`src/rtl/modulador_pkg.sv`:
```
// Shared types and constants for the modulator frame sequencer.
// One modulator byte lasts BITS_PER_BYTE * SAMPLES_PER_BIT clocks.
package modulador_pkg;

   typedef enum logic [1:0] {
      IDLE = 2'd0,
      PRE  = 2'd1,
      SYNC = 2'd2,
      DATA = 2'd3
   } ctrl_state_t;

   localparam logic [7:0] PREAMBLE_BYTE     = 8'h55;
   localparam logic [7:0] DEFAULT_SYNC_BYTE = 8'hD3;
   localparam logic [7:0] DEFAULT_FILL_BYTE = 8'h00;
   localparam int         SAMPLES_PER_BIT   = 32;
   localparam int         BITS_PER_BYTE     = 8;

endpackage

```
`src/rtl/modulador_ctrl_byte_fifo.sv`:
```
// Synchronous FIFO for {last, data} payload entries.
// A push while full is taken only when a pop happens in the same cycle.
module byte_fifo #(
   parameter int DEPTH = 4,
   parameter int WIDTH = 9
) (
   input  logic                       clk,
   input  logic                       rst_n,
   input  logic                       i_push,
   input  logic [WIDTH-1:0]           i_wdata,
   input  logic                       i_pop,
   output logic [WIDTH-1:0]           o_rdata,
   output logic                       o_full,
   output logic                       o_empty,
   output logic [$clog2(DEPTH):0]     o_count
);

   localparam int AW = $clog2(DEPTH);
   localparam logic [AW:0] DEPTH_C = (AW+1)'(DEPTH);

   logic [WIDTH-1:0] r_mem [DEPTH];
   logic [AW:0]      r_wr_ptr;
   logic [AW:0]      r_rd_ptr;
   logic             w_do_push;
   logic             w_do_pop;

   assign o_count   = r_wr_ptr - r_rd_ptr;
   assign o_full    = (o_count == DEPTH_C);
   assign o_empty   = (o_count == '0);
   assign w_do_pop  = i_pop && !o_empty;
   assign w_do_push = i_push && (!o_full || w_do_pop);
   assign o_rdata   = r_mem[r_rd_ptr[AW-1:0]];

   always_ff @(posedge clk or negedge rst_n) begin
      if (!rst_n) begin
         r_wr_ptr <= '0;
         r_rd_ptr <= '0;
      end else begin
         if (w_do_push) r_wr_ptr <= r_wr_ptr + 1'b1;
         if (w_do_pop)  r_rd_ptr <= r_rd_ptr + 1'b1;
      end
   end

   // Storage carries no reset; the pointers alone define validity.
   always_ff @(posedge clk) begin
      if (w_do_push) r_mem[r_wr_ptr[AW-1:0]] <= i_wdata;
   end

endmodule

```
`src/rtl/modulador_ctrl.sv`:
```
// Frame sequencer: buffers host payload and feeds the modulator
// preamble, sync and payload bytes, one per end-of-byte strobe.
module modulador_ctrl
   import modulador_pkg::*;
#(
   parameter int         FIFO_DEPTH   = 4,
   parameter int         PREAMBLE_LEN = 2,
   parameter logic [7:0] SYNC_BYTE    = DEFAULT_SYNC_BYTE,
   parameter logic [7:0] FILL_BYTE    = DEFAULT_FILL_BYTE
) (
   input  logic       clk,
   input  logic       rst_n,
   input  logic [7:0] in_data,
   input  logic       in_last,
   input  logic       in_valid,
   output logic       in_ready,
   output logic [7:0] tx_byte,
   output logic       tx_en,
   input  logic       byte_done,
   output logic       busy,
   output logic       frame_done,
   output logic       underrun
);

   localparam int         CW     = $clog2(FIFO_DEPTH) + 1;
   localparam logic [3:0] PRE_LEN = 4'(PREAMBLE_LEN);

   ctrl_state_t   r_state;
   logic [3:0]    r_pre_cnt;
   logic          r_cur_last;
   logic [7:0]    r_tx_byte;
   logic          r_tx_en;
   logic          r_busy;
   logic          r_frame_done;
   logic          r_underrun;

   logic          w_push;
   logic          w_pop;
   logic [8:0]    w_head;
   logic          w_full;
   logic          w_empty;
   logic [CW-1:0] w_count;

   // Pops only on strobes that load payload: leaving SYNC, or mid-frame in DATA.
   assign w_pop    = byte_done && !w_empty &&
                     ((r_state == SYNC) || ((r_state == DATA) && !r_cur_last));
   assign in_ready = !w_full || w_pop;
   assign w_push   = in_valid && in_ready;

   byte_fifo #(
      .DEPTH (FIFO_DEPTH),
      .WIDTH (9)
   ) u_fifo (
      .clk     (clk),
      .rst_n   (rst_n),
      .i_push  (w_push),
      .i_wdata ({in_last, in_data}),
      .i_pop   (w_pop),
      .o_rdata (w_head),
      .o_full  (w_full),
      .o_empty (w_empty),
      .o_count (w_count)
   );

   always_ff @(posedge clk or negedge rst_n) begin
      if (!rst_n) begin
         r_state      <= IDLE;
         r_pre_cnt    <= '0;
         r_cur_last   <= 1'b0;
         r_tx_byte    <= 8'h00;
         r_tx_en      <= 1'b0;
         r_busy       <= 1'b0;
         r_frame_done <= 1'b0;
         r_underrun   <= 1'b0;
      end else begin
         r_frame_done <= 1'b0;
         r_underrun   <= 1'b0;
         case (r_state)
            IDLE: begin
               if (w_count != '0) begin
                  r_state   <= PRE;
                  r_tx_byte <= PREAMBLE_BYTE;
                  r_pre_cnt <= 4'd1;
                  r_tx_en   <= 1'b1;
                  r_busy    <= 1'b1;
               end
            end
            PRE: begin
               if (byte_done) begin
                  if (r_pre_cnt == PRE_LEN) begin
                     r_state   <= SYNC;
                     r_tx_byte <= SYNC_BYTE;
                  end else begin
                     r_pre_cnt <= r_pre_cnt + 4'd1;
                  end
               end
            end
            SYNC, DATA: begin
               if (byte_done) begin
                  if ((r_state == DATA) && r_cur_last) begin
                     r_state      <= IDLE;
                     r_tx_byte    <= 8'h00;
                     r_tx_en      <= 1'b0;
                     r_busy       <= 1'b0;
                     r_frame_done <= 1'b1;
                  end else begin
                     r_state <= DATA;
                     if (!w_empty) begin
                        r_tx_byte  <= w_head[7:0];
                        r_cur_last <= w_head[8];
                     end else begin
                        // Starved mid-frame: keep the carrier busy with filler.
                        r_tx_byte  <= FILL_BYTE;
                        r_cur_last <= 1'b0;
                        r_underrun <= 1'b1;
                     end
                  end
               end
            end
            default: r_state <= IDLE;
         endcase
      end
   end

   assign tx_byte    = r_tx_byte;
   assign tx_en      = r_tx_en;
   assign busy       = r_busy;
   assign frame_done = r_frame_done;
   assign underrun   = r_underrun;

endmodule

```
`config.mk`:
```
export PLATFORM = sky130hd
export DESIGN_NAME = modulador_ctrl
export DESIGN_NICKNAME = d
export VERILOG_FILES = /design/src/rtl/modulador_pkg.sv /design/src/rtl/modulador_ctrl_byte_fifo.sv /design/src/rtl/modulador_ctrl.sv
export SDC_FILE = /design/constraint.sdc
export NUM_CORES = 1
export LEC_CHECK = 0
export BUFFER_PORTS_ARGS = -buffer_cell sky130_fd_sc_hd__buf_2
export CORE_UTILIZATION = 62
export CTS_CLUSTER_SIZE = 25
export DETAILED_ROUTE_END_ITERATION = 12
export HOLD_SLACK_MARGIN = 0.06
export PLACE_DENSITY_LB_ADDON = 0.15
export SLEW_MARGIN = 20
export SYNTH_ARGS = -nofsm -noshare
export SYNTH_HDL_FRONTEND = slang
export SYNTH_SLANG_ARGS = --single-unit
```
`constraint.sdc`:
```
create_clock -name clk -period 7.35 [get_ports clk]
set_input_delay 1.47 -clock clk [delete_from_list [all_inputs] [get_ports clk]]
set_output_delay 1.47 -clock clk [all_outputs]
set_load 0.005 [all_outputs]
```
Word-level counts from Yosys, hierarchy flattened
Memories as Yosys holds them, arrays and structs flattened. Index checks and enable logic that the tools add are counted.

RAM bits: 36. Logic and storage cells: 80. Bits in registers: 24. Output and inout port bits: 13. Bits of input ports: 13. Memories: 1.

Memory list: u_fifo.r_mem (depth 4, bits a word 9, rd ports 1, clocked after Yosys merged registers in 0, write ports 1, RTL line modulador_ctrl_byte_fifo.sv:21) `logic [WIDTH-1:0] r_mem [DEPTH];`.

Reductions and logical operators: 23. Add/subtract/negate cells: 4. Mux-type cells: 31. Equal/unequal tests: 11. Bitwise logic cells: 1.

Operator list (number): $mux W8 (6); $pmux W8 S3 (1); $mux W1 (13); $mux W4 (3); $ne A2 B2 Y1 const B (6); $reduce_and A4 Y1 (3); $mux W2 (5); $pmux W4 S2 (1); $logic_and A1 B1 Y1 (7); $add A3 B1 Y3 const B (2); $pmux W2 S3 (1); $add A4 B1 Y4 const B (1); $eq A2 B2 Y1 const B (2); $eq A4 B2 Y1 const B (1); $reduce_bool A2 Y1 (2); $eq A3 B3 Y1 const B (1); $logic_not A1 Y1 (3); $logic_not A3 Y1 (1); $logic_or A1 B1 Y1 (3); $reduce_and A3 Y1 (1); $reduce_bool A3 Y1 (1); $sub A3 B3 Y3 (1); $eq A2 B1 Y1 const B (1); $logic_not A2 Y1 (1); 3 further kinds (3).

Depth between registers and ports, before layout
Gate-level depths: netlist (run 1).

Word-level depth: 10. Gate-level depth with buffers: 8. Depth with buffers taken out: 6.

By module
Synthesis (run 1) repeated with hierarchy kept, for this count alone.

Cell total of the unflattened synthesis: 187. Area, all modules: 2738.9 sq um.

Modules (own cells, without submodules): byte_fifo (times used 1, seq. area each 1231.2 sq um, cells each 92, area an instance 1759.2 sq um); modulador_ctrl (times used 1, seq. area each 450.4 sq um, cells each 95, area an instance 979.7 sq um).

Worst setup path before layout (run 1)
OpenSTA, ideal clock, no wires.

Path type: input-to-output. Start: in byte_done. End: out in_ready. Stages: 5. Setup slack: 3.663 ns. Path buffers: 2. Required time: 5.880 ns. Arrival: 2.217 ns. Path through: buf_2 > and2_1 > buf_4 > a21oi_4 > nand3_1.

Word-level cells in the longest chain between the ends: 3.

RTL lines: from (decl) (RTL line modulador_ctrl.sv:19) `input logic byte_done,`; $logic_and A1 B1 Y1 (2 in series) (RTL line modulador_ctrl.sv:45) `assign w_pop = byte_done && !w_empty &&`; $logic_or A1 B1 Y1 (RTL line modulador_ctrl.sv:47) `assign in_ready = !w_full || w_pop;`; to (decl) (RTL line modulador_ctrl.sv:16) `output logic in_ready,`.

No other way between the ends.

Final worst setup path (run 1)
Ends and elaborated chain as after synthesis.

==> summary.md, run 1 <==
| Metric | Value |
|---|---|
| Fin crit period | 3.89 ns |
| Pwr dens | 454 nW/µm² |
| Worst setup path category | primary input to output port |
| Nets | 225 |
| Yosys reg bits | 60 |
| Overall routed net length | 4410 µm |
| Hold Crit Class | register to register |
| Worst Path Max Fanout | 9 |
| Clock net sink count | 60 |
| TritonCTS Buffers | 9 |
| TritonCTS clock tree | built |
| Setup repair bufs after CTS | 0 |
| Tcrit/Tclk final | 0.529 |
| Dpl cell area | 2840 µm² |
| Peak supply drop | 239 µV |
| Vias in the first global route | 1468 |
| Top-Level Pins | 26 |
| RSZ-0062 raised after global routing | false |
| Final HPWL DP | 3010 µm |
| Post-Syn Area per Cell | 15.4 µm² |
| Chip Width | 67.9 µm |
| Synth warn | 0 |
| Synth async-reset ratio | 0.400 |
| Tightest Pin Transition | 0.964 ns |
| Cts hold-fix bufs | 0 |
| Die H | 67.9 µm |
| Initial antenna violation count | 0 |
| Starting Density | 0.658 |
| Post-synth top area cell | edfxtp_1 |
| Commonest non-fill, non-tap cell in the layout | edfxtp_1 |
| Leak Pwr | 1.19 nW |
| Die area | 4600 µm² |
| Overall Global Routing Usage | 0.228 |
| Netlist cell types | 40 |
| Vias | 1519 |
| Syn Nets | 197 |
| Routed wire per std cell | 17.1 µm |
| Grt total ovfl | 0 |
| Crit-path slowest cell | and2_1 |
| Layout cells sized above 1 | 0.322 |
| Cells after Synth | 175 |
| # diodes | 0 |
| Commonest non-fill, non-tap cells in the layout | 36 x edfxtp_1, 25 x buf_2, 24 x dfrtp_1 |
| H-tree levels | 3 |
| Slew HR | 0.353 |
| Worst-Skew Late Latency | 0.34 ns |
| Post-Syn Area | 2690 µm² |
| Cts repair resizes | 0 |
| Fmax | 257 MHz |
| Remaining DRCs | 0 |
| MaxCap Viol Count | 0 |
| Post-route cell area | 3040 µm² |
| Root buffer cell | clkbuf_8 |
| Critical Path Most Common Cell | buf_2 |
| Status | finished clean |
| Number of fill cells in the layout | 284 |
| Seq/Total Area, Yosys | 0.625 |
| Row count | 23 |
| Final Hold Fails | 0 |
| Reg clk slew, reported paths | 0.07 ns |
| Worst Skew | 0.0127 ns |
| Setup TNS | 0 ns |
| CP cell instances | buf_2, and2_1, a21oi_4, nand3_1, buf_2 |
| CP required | 5.88 ns |
| Total power | 1.38 mW |
| DRT antenna net count | 0 |
| Post-synth EDFFs | 36 |
| DRT iter0 DRCs | 119 |
| Main area contributors after synthesis | edfxtp_1 40%, dfrtp_1 22%, mux4_2 7.5% |
| Final-report setup violation count | 0 |
| Buffers on Ports | 25 |
| Global-route wire length before repair | 7030 µm |
| Pin count of the biggest net entering global routing | 25 |
| Max incr delay on CP | 0.28 ns |
| Yosys top cell area share | 0.402 |
| DR pass1 iterations | 4 |
| Main synth FF type | edfxtp_1 |
| Core Footprint | 4090 µm² |
| CTS max path bufs | 2 |
| CP endpoint kind | output port |
| Crit path arrival time | 2.42 ns |
| Layout area overhead | 13.1% |
| GPL Wtd Cong | 0.778 |
| Via/cell ratio | 5.89 |
| CP Launch Type | primary input |
| Fin. max-slew vios | 0 |
## registers in the layout, summed over array words and instances (netlist names)
| register | flops |
|---|---|
| busy | 1 |
| frame_done | 1 |
| r_cur_last | 1 |
| r_pre_cnt | 4 |
| r_state | 2 |
| tx_byte | 8 |
| u_fifo.r_mem | 36 |
| u_fifo.r_rd_ptr | 3 |
| u_fifo.r_wr_ptr | 3 |
| underrun | 1 |
## kinds of logic after synthesis
family	count (synthesis)	synth area share
mux	15	0.101
fa+ha+maj	9	0.0419
simple gates	30	0.0642
xor+xnor	7	0.0256
compound gates	36	0.113
buf+inv	18	0.0293
flops	60	0.625
## per-stage QoR
stage / utilization / hold WS [ns] / cells / setup slack (ns)
3_3_place_gp: 0.694 / 0.506 / 242 / 3.47
6_report: 0.744 / 0.517 / 258 / 3.46
2_1_floorplan: - / 0.492 / 175 / 3.66
4_1_cts: 0.744 / 0.520 / 258 / 3.45
5_1_grt: 0.744 / 0.534 / 258 / 3.37
3_5_place_dp: 0.694 / 0.505 / 242 / 3.45
## layer usage
metal,share of wire,GRT usage
met5,0,0
met1,0.46,0.289
met2,0.47,0.338
met4,0.024,0.135
met3,0.049,0.0817
## power breakdown
part / internal (mW) / total [mW] / switching (mW)
registers: 0.472 / 0.563 / 0.0910
logic: 0.242 / 0.524 / 0.282
clock network: 0.162 / 0.293 / 0.131
## final cells by class
type	count	area, µm²	area share
clock buffer	12	176	0.0580
clock inverter	4	28.8	0.00947
inverter	10	37.5	0.0123
multi-input combinational	97	928	0.305
sequential	60	1680	0.553
tap	50	62.6	0.0206
timing repair buffer	25	125	0.0412
## worst max-delay path, delay by kind of cell
kind	cells	cell delay, ns
simple gates	2	0.38
buf+inv	2	0.30
compound gates	1	0.26
## final timing paths
path | depth (start not counted) | slack, ns | end | from
max reg2reg | 4 | 4.72 | u_fifo.r_mem[3][8] | u_fifo.r_rd_ptr[0]
max in group asynchronous | 1 | 5.89 | u_fifo.r_wr_ptr[1] | rst_n
max | 5 | 3.46 | in_ready | byte_done
min reg2reg | 2 | 0.52 | tx_byte[3] | tx_byte[3]
min | 2 | 0.52 | tx_byte[3] | tx_byte[3]
min in group asynchronous | 1 | 1.10 | r_state[1] | rst_n
## synthesized netlist by cell type (2+ instances only)
library cell  count
o21ai_0           5
a2bb2oi_1         6
nor3_1            3
ha_1              9
inv_1            10
edfxtp_1         36
clkbuf_1          3
and2_2            3
nor2b_1           3
buf_2             3
xor2_1            2
nand3_1           4
mux2_2            3
nand2_1           7
dfrtp_1          24
a22o_1            3
o211ai_1          9
a21oi_4           2
a21oi_1           3
xnor2_1           4
buf_4             2
mux4_2            9
mux2i_1           2
nor2_1            4
(Power assumes the default switching activity.)
==> inputs of run 2 (changes only) <==
--- a/config.mk
+++ b/config.mk
@@ -6,7 +6,7 @@
 export NUM_CORES = 1
 export LEC_CHECK = 0
 export BUFFER_PORTS_ARGS = -buffer_cell sky130_fd_sc_hd__buf_2
-export CORE_UTILIZATION = 62
+export CORE_UTILIZATION = 52
 export CTS_CLUSTER_SIZE = 25
 export DETAILED_ROUTE_END_ITERATION = 12
 export HOLD_SLACK_MARGIN = 0.06
==> constraint.sdc (replaced) <==
create_clock -name clk -period 3.13 [get_ports clk]
set_input_delay 0.626 -clock clk [delete_from_list [all_inputs] [get_ports clk]]
set_output_delay 0.626 -clock clk [all_outputs]
set_load 0.005 [all_outputs]
==> summary.md, run 2 (same netlist as run 1, synthesis figures left out) <==
| Metric | Value |
|---|---|
| Die area | 5460 µm² (was 4600 µm²) |
| Chip Width | 73.9 µm (was 67.9 µm) |
| Commonest non-fill, non-tap cells in the layout | 36 x edfxtp_1, 25 x buf_2, 24 x dfrtp_1 (unchanged) |
| Fin. max-slew vios | 0 (unchanged) |
| Core Footprint | 4850 µm² (was 4090 µm²) |
| Met3 Wirelength | 172 µm (was 216 µm) |
| WHS | 0.271 ns (was 0.517 ns) |
| Reg clk slew, reported paths | 0.06 ns (was 0.07 ns) |
| Layout cells sized above 1 | 0.327 (was 0.322) |
| Final HPWL DP | 3180 µm (was 3010 µm) |
| Number of fill cells in the layout | 353 (was 284) |
| Status | finished clean (unchanged) |
| Cts repair resizes | 0 (unchanged) |
| Vias | 1555 (was 1519) |
| Cts hold-fix bufs | 0 (unchanged) |
| Remaining DRCs | 0 (unchanged) |
| CP required | 2.50 ns (was 5.88 ns) |
| Fin crit period | 2.69 ns |
| Grt total ovfl | 0 (unchanged) |
| Final-report setup violation count | 0 (unchanged) |
| Clock net sink count | 60 (unchanged) |
| TritonCTS clock tree | built (unchanged) |
| Starting Density | 0.555 (was 0.658) |
| Vias in the first global route | 1535 (was 1468) |
| Met1 wire length | 2110 µm (was 2020 µm) |
| Fmax | 371 MHz |
| Worst Skew | 0.00858 ns (was 0.0127 ns) |
| MaxCap Viol Count | 0 (unchanged) |
| Worst setup path category | register to output port (was primary input to output port) |
| Setup repair bufs after CTS | 0 (unchanged) |
| Final Util | 0.637 (was 0.744) |
| TritonCTS Buffers | 9 (unchanged) |
| Setup TNS | 0 ns (unchanged) |
| Commonest non-fill, non-tap cell in the layout | edfxtp_1 (unchanged) |
| Pwr dens | 1070 nW/µm² (was 454 nW/µm²) |
| Row count | 25 (was 23) |
| Slew HR | 0.340 (was 0.353) |
| CP endpoint kind | output port (unchanged) |
| Tightest Pin Transition | 0.983 ns (was 0.964 ns) |
| Dpl cell area | 2880 µm² (was 2840 µm²) |
| Overall Global Routing Usage | 0.201 (was 0.228) |
| Leak Pwr | 1.19 nW (about the same) |
| Die H | 73.9 µm (was 67.9 µm) |
| Overall routed net length | 4560 µm (was 4410 µm) |
| GPL Wtd Cong | 0.750 (was 0.778) |
| CP Launch Type | register (was primary input) |
| Highest routed layer | met4 (unchanged) |
| Post-route cell area | 3090 µm² (was 3040 µm²) |
| Hold Crit Class | primary input to asynchronous set/reset pin (was register to register) |
| Metal2 WL | 2220 µm (was 2070 µm) |
| Final Hold Fails | 0 (unchanged) |
| Global-route wire length before repair | 7620 µm (was 7030 µm) |
| H-tree levels | 3 (unchanged) |
| Pin count of the biggest net entering global routing | 25 (unchanged) |
| Nets | 228 (was 225) |
| Placed cells | 262 (was 242) |
| Crit path arrival time | 2.07 ns (was 2.42 ns) |
| Routed wire per std cell | 16.4 µm (was 17.1 µm) |
| # diodes | 0 (unchanged) |
| CTS max path bufs | 2 (unchanged) |
| Tcrit/Tclk final | 0.861 |
| Initial antenna violation count | 0 (unchanged) |
| Peak supply drop | 599 µV (was 239 µV) |
| Layout area overhead | 14.8% (was 13.1%) |
| Post-route insts no fill | 278 (was 258) |
| Largest register FFs | 36 (unchanged) |
| Root buffer cell | clkbuf_8 (unchanged) |
| DRT iter0 DRCs | 102 (was 119) |
| Via/cell ratio | 5.59 (was 5.89) |
| DR pass1 iterations | 4 (unchanged) |
| Worst-Skew Late Latency | 0.33 ns (was 0.34 ns) |
| Worst Path Max Fanout | 12 (was 9) |
| Top-Level Pins | 26 (unchanged) |
| DRT antenna net count | 0 (unchanged) |
| RSZ-0062 raised after global routing | false (unchanged) |
| Buffers on Ports | 25 (unchanged) |
## run 2: stage by stage
step,setup slack (ns),total power [mW]
final,0.435,3.29
after CTS,0.224,3.32
after detailed placement,0.596,2.62
after global routing,0.189,3.53
after global placement,0.659,2.57
after floorplan,0.785,2.28
## run 2: where the power goes
group          total (mW)  internal, mW  switching (mW)
clock network       0.699         0.401           0.298
registers            1.28          1.11           0.172
logic                1.31         0.602           0.708
total                3.29          2.11            1.18
## run 2: worst paths after layout
kind                                    start                 end  slack, ns  depth (start not counted)
hold / removal                          rst_n        r_pre_cnt[3]       0.27                          1
setup / recovery           u_fifo.r_rd_ptr[1]            in_ready       0.44                          6
max in group asynchronous               rst_n  u_fifo.r_wr_ptr[1]       2.50                          1
min in group clk                   in_data[4]  u_fifo.r_mem[3][4]       0.50                          1
setup reg to reg           u_fifo.r_rd_ptr[1]  u_fifo.r_mem[2][8]       0.70                          6
hold reg to reg                    tx_byte[5]          tx_byte[5]       0.51                          2
## run 2: worst max-delay path, cell delays in order (launching register included)
cell,delay [ns]
dfrtp_1,0.63
inv_1,0.09
ha_1,0.31
nor2b_1,0.14
or3_4,0.36
nand3_1,0.09
buf_2,0.11
## run 2: cell type report
type                            instances  area (µm²)  share of cell area
Clock buffer                           14         194              0.0628
Clock inverter                          2        15.0             0.00486
Inverter                               10        37.5              0.0122
Multi-Input combinational cell         97         928               0.301
Sequential cell                        60        1680               0.545
Tap cell                               67        83.8              0.0271
Timing Repair Buffer                   28         148              0.0478
## run 2: per-layer routing
metal / GRT usage / up-vias
met3: 0.0631 / 6
met4: 0.0940 / 0
met1: 0.265 / 782
met2: 0.306 / 38
met5: 0 / -
li1: - / 729
==> inputs of run 3 (changes only) <==
--- a/config.mk
+++ b/config.mk
@@ -5,8 +5,9 @@
 export SDC_FILE = /design/constraint.sdc
 export NUM_CORES = 1
 export LEC_CHECK = 0
+export ABC_AREA = 1
 export BUFFER_PORTS_ARGS = -buffer_cell sky130_fd_sc_hd__buf_2
-export CORE_UTILIZATION = 52
+export CORE_UTILIZATION = 53
 export CTS_CLUSTER_SIZE = 25
 export DETAILED_ROUTE_END_ITERATION = 12
 export HOLD_SLACK_MARGIN = 0.06
==> summary.md, run 3 <==
| Metric | Value |
|---|---|
| TritonCTS Buffers | 9 (unchanged) |
| Placed cells | 386 (was 262) |
| Layout cells sized above 1 | 0.221 (was 0.327) |
| Final-report setup violation count | 0 (unchanged) |
| Internal reg-to-reg setup slack | 0.87 ns (was 0.70 ns) |
| GPL Wtd Cong | 0.787 (was 0.750) |
| RSZ-0062 raised after global routing | false (unchanged) |
| Final Util | 0.639 (was 0.637) |
| Top-Level Pins | 26 (unchanged) |
| # diodes | 0 (unchanged) |
| Global-route wire length before repair | 8680 µm (was 7620 µm) |
| Row count | 26 (was 25) |
| CP required | 2.50 ns (about the same) |
| Seq/Total Area, Yosys | 0.581 (was 0.625) |
| Routed wire per std cell | 12.4 µm (was 16.4 µm) |
| Chip Width | 75.9 µm (was 73.9 µm) |
| Post-synth EDFFs | 36 (unchanged) |
| Commonest cells post-synth | 97 x nand2_1, 36 x edfxtp_1, 32 x inv_1 (was 36 x edfxtp_1, 24 x dfrtp_1, 10 x inv_1) |
| Pin count of the biggest net entering global routing | 25 (unchanged) |
| Final Hold Fails | 0 (unchanged) |
| Netlist cell types | 30 (was 40) |
| Nets | 349 (was 228) |
| Worst-Skew Late Latency | 0.34 ns (was 0.33 ns) |
| Initial antenna violation count | 0 (unchanged) |
| MaxCap Viol Count | 0 (unchanged) |
| Buffers on Ports | 25 (unchanged) |
| Worst Skew | 0.0102 ns (was 0.00858 ns) |
| Grt total ovfl | 0 (unchanged) |
| Root buffer cell | clkbuf_8 (unchanged) |
| Reg clk slew, reported paths | 0.07 ns (was 0.06 ns) |
| Layout area overhead | 14.1% (was 14.8%) |
| Fmax | 361 MHz (was 371 MHz) |
| Core Footprint | 5170 µm² (was 4850 µm²) |
| Overall routed net length | 4960 µm (was 4560 µm) |
| Multi-input gate area | 991 µm² (was 928 µm²) |
| Leak Pwr | 1.57 nW (was 1.19 nW) |
| Worst-case reg-to-reg path depth | 9 (was 6) |
| Peak supply drop | 712 µV (was 599 µV) |
| Synth warn | 0 (unchanged) |
| Via/cell ratio | 4.81 (was 5.59) |
| Main area contributors after synthesis | edfxtp_1 37%, dfrtp_1 21%, nand2_1 13% (was edfxtp_1 40%, dfrtp_1 22%, mux4_2 7.5%) |
| Post-Syn Area per Cell | 9.79 µm² (was 15.4 µm²) |
| TritonCTS clock tree | built (unchanged) |
| Die area | 5760 µm² (was 5460 µm²) |
| Main synth FF type | edfxtp_1 (unchanged) |
| Setup repair bufs after CTS | 0 (unchanged) |
| Hold Crit Class | primary input to asynchronous set/reset pin (unchanged) |
| Commonest non-fill, non-tap cell in the layout | nand2_1 (was edfxtp_1) |
| Fin crit period | 2.77 ns (was 2.69 ns) |
| CP endpoint kind | output port (unchanged) |
| Worst setup path category | register to output port (unchanged) |
| Final HPWL DP | 3490 µm (was 3180 µm) |
| DRT iter0 DRCs | 101 (was 102) |
| CP Launch Type | register (unchanged) |
| Synth async-reset ratio | 0.400 (unchanged) |
| Vias in the first global route | 1910 (was 1535) |
| H-tree levels | 3 (unchanged) |
| Cells after Synth | 296 (was 175) |
| Cts hold-fix bufs | 0 (unchanged) |
| Remaining DRCs | 0 (unchanged) |
| Die H | 75.9 µm (was 73.9 µm) |
| DRT antenna net count | 0 (unchanged) |
| Clock net sink count | 60 (unchanged) |
| Number of fill cells in the layout | 408 (was 353) |
| Status | finished clean (unchanged) |
| CTS max path bufs | 2 (unchanged) |
| Tightest Pin Transition | 0.538 ns (was 0.983 ns) |
| Yosys top cell area share | 0.373 (was 0.402) |
| Post-synth top area cell | edfxtp_1 (unchanged) |
| Commonest non-fill, non-tap cells in the layout | 97 x nand2_1, 36 x edfxtp_1, 32 x inv_1 (was 36 x edfxtp_1, 25 x buf_2, 24 x dfrtp_1) |
| Largest register FFs | 36 (unchanged) |
| Starting Density | 0.560 (was 0.555) |
| DR pass1 iterations | 5 (was 4) |
| Slew HR | 0.641 (was 0.340) |
| Tcrit/Tclk final | 0.886 (was 0.861) |
| Most common cell in the netlist | nand2_1 (was edfxtp_1) |
| Crit path arrival time | 2.15 ns (was 2.07 ns) |
| Pwr dens | 1040 nW/µm² (was 1070 nW/µm²) |
| Post-Syn Area | 2900 µm² (was 2690 µm²) |
| Vias | 1930 (was 1555) |
| WHS | 0.263 ns (was 0.271 ns) |
| Setup TNS | 0 ns (unchanged) |
| Yosys reg bits | 60 (unchanged) |
| Post-route insts no fill | 401 (was 278) |
| Overall Global Routing Usage | 0.199 (was 0.201) |
| Worst Path Max Fanout | 12 (unchanged) |
| Fin. max-slew vios | 0 (unchanged) |
| Syn Nets | 318 (was 197) |
| FF+latch area | 1680 µm² (about the same) |
[run 3: cell count changes in the layout (fill, tap and decap cells not counted), moves of 4 or more]
cell | previous run | this run
inv_1 | 10 | 32
nand2_4 | 0 | 5
o21ai_2 | 0 | 4
o21ai_1 | 1 | 7
nand3_1 | 4 | 21
nand2_1 | 7 | 97
mux4_2 | 9 | 0
nor2_1 | 4 | 13
nand2_2 | 0 | 9
inv_2 | 0 | 5
o211ai_1 | 9 | 4
a2bb2oi_1 | 6 | 0
[run 3: critical path: stages, from the launching register on]
cell	delay, ns
dfrtp_2	0.50
clkinvlp_4	0.25
ha_1	0.38
a21oi_1	0.20
nand2_2	0.11
nand2_1	0.12
nand3_4	0.10
buf_2	0.14
[run 3: where the power goes]
group,switching (mW),total [mW],internal (mW)
logic,0.894,1.38,0.483
clock network,0.289,0.811,0.522
registers,0.160,1.24,1.08
[run 3: cells by family after synthesis]
group	count (synthesis)	share of synthesized area
and+or+nand+nor	150	0.241
DFF	60	0.581
buffers and inverters	49	0.0773
AOI/OAI and AO/OA	24	0.0505
adders and majority gates	9	0.0389
xor gates and xnor gates	4	0.0121
[run 3: path summary, 6_finish.rpt]
check / from / end
max: u_fifo.r_rd_ptr[1] / in_ready
min: rst_n / r_state[0]
max reg2reg: u_fifo.r_rd_ptr[1] / u_fifo.r_mem[2][8]
min reg2reg: tx_byte[3] / tx_byte[3]
max in group asynchronous: rst_n / u_fifo.r_rd_ptr[1]
min in group clk: tx_byte[3] / tx_byte[3]
[run 3: per-stage QoR]
stage	setup WS [ns]	area, µm²	power, mW
2_1_floorplan	0.964	2900	2.38
4_1_cts	0.0874	3300	3.47
3_3_place_gp	0.557	3070	2.61
5_1_grt	0.175	3310	3.74
3_5_place_dp	0.476	3070	2.65
6_report	0.357	3310	3.43
[run 3: layer usage]
layer  GRT usage  vias to the layer above  routed length (µm)
li1            -                     1006                   -
met1       0.262                      881                2370
met2       0.306                       34                2350
met3      0.0398                        9                 140
met4       0.115                        0                 100
met5           0                        -                   0
[run 3: area by class of cell]
| type | instances | area share |
|---|---|---|
| inverters | 39 | 0.0462 |
| clock buffers | 10 | 0.0386 |
| multi-input cells | 187 | 0.300 |
| well taps | 70 | 0.0265 |
| clock inverters | 5 | 0.0307 |
| repair buffers | 30 | 0.0492 |
| flip-flops and latches | 60 | 0.509 |
[run 3: repair_timing]
action | 4_1_cts | 5_1_grt
gates resized for setup | 0 | 2
setup endpoints to repair | 0 | 1
endpoints found under the hold margin | 0 | 0
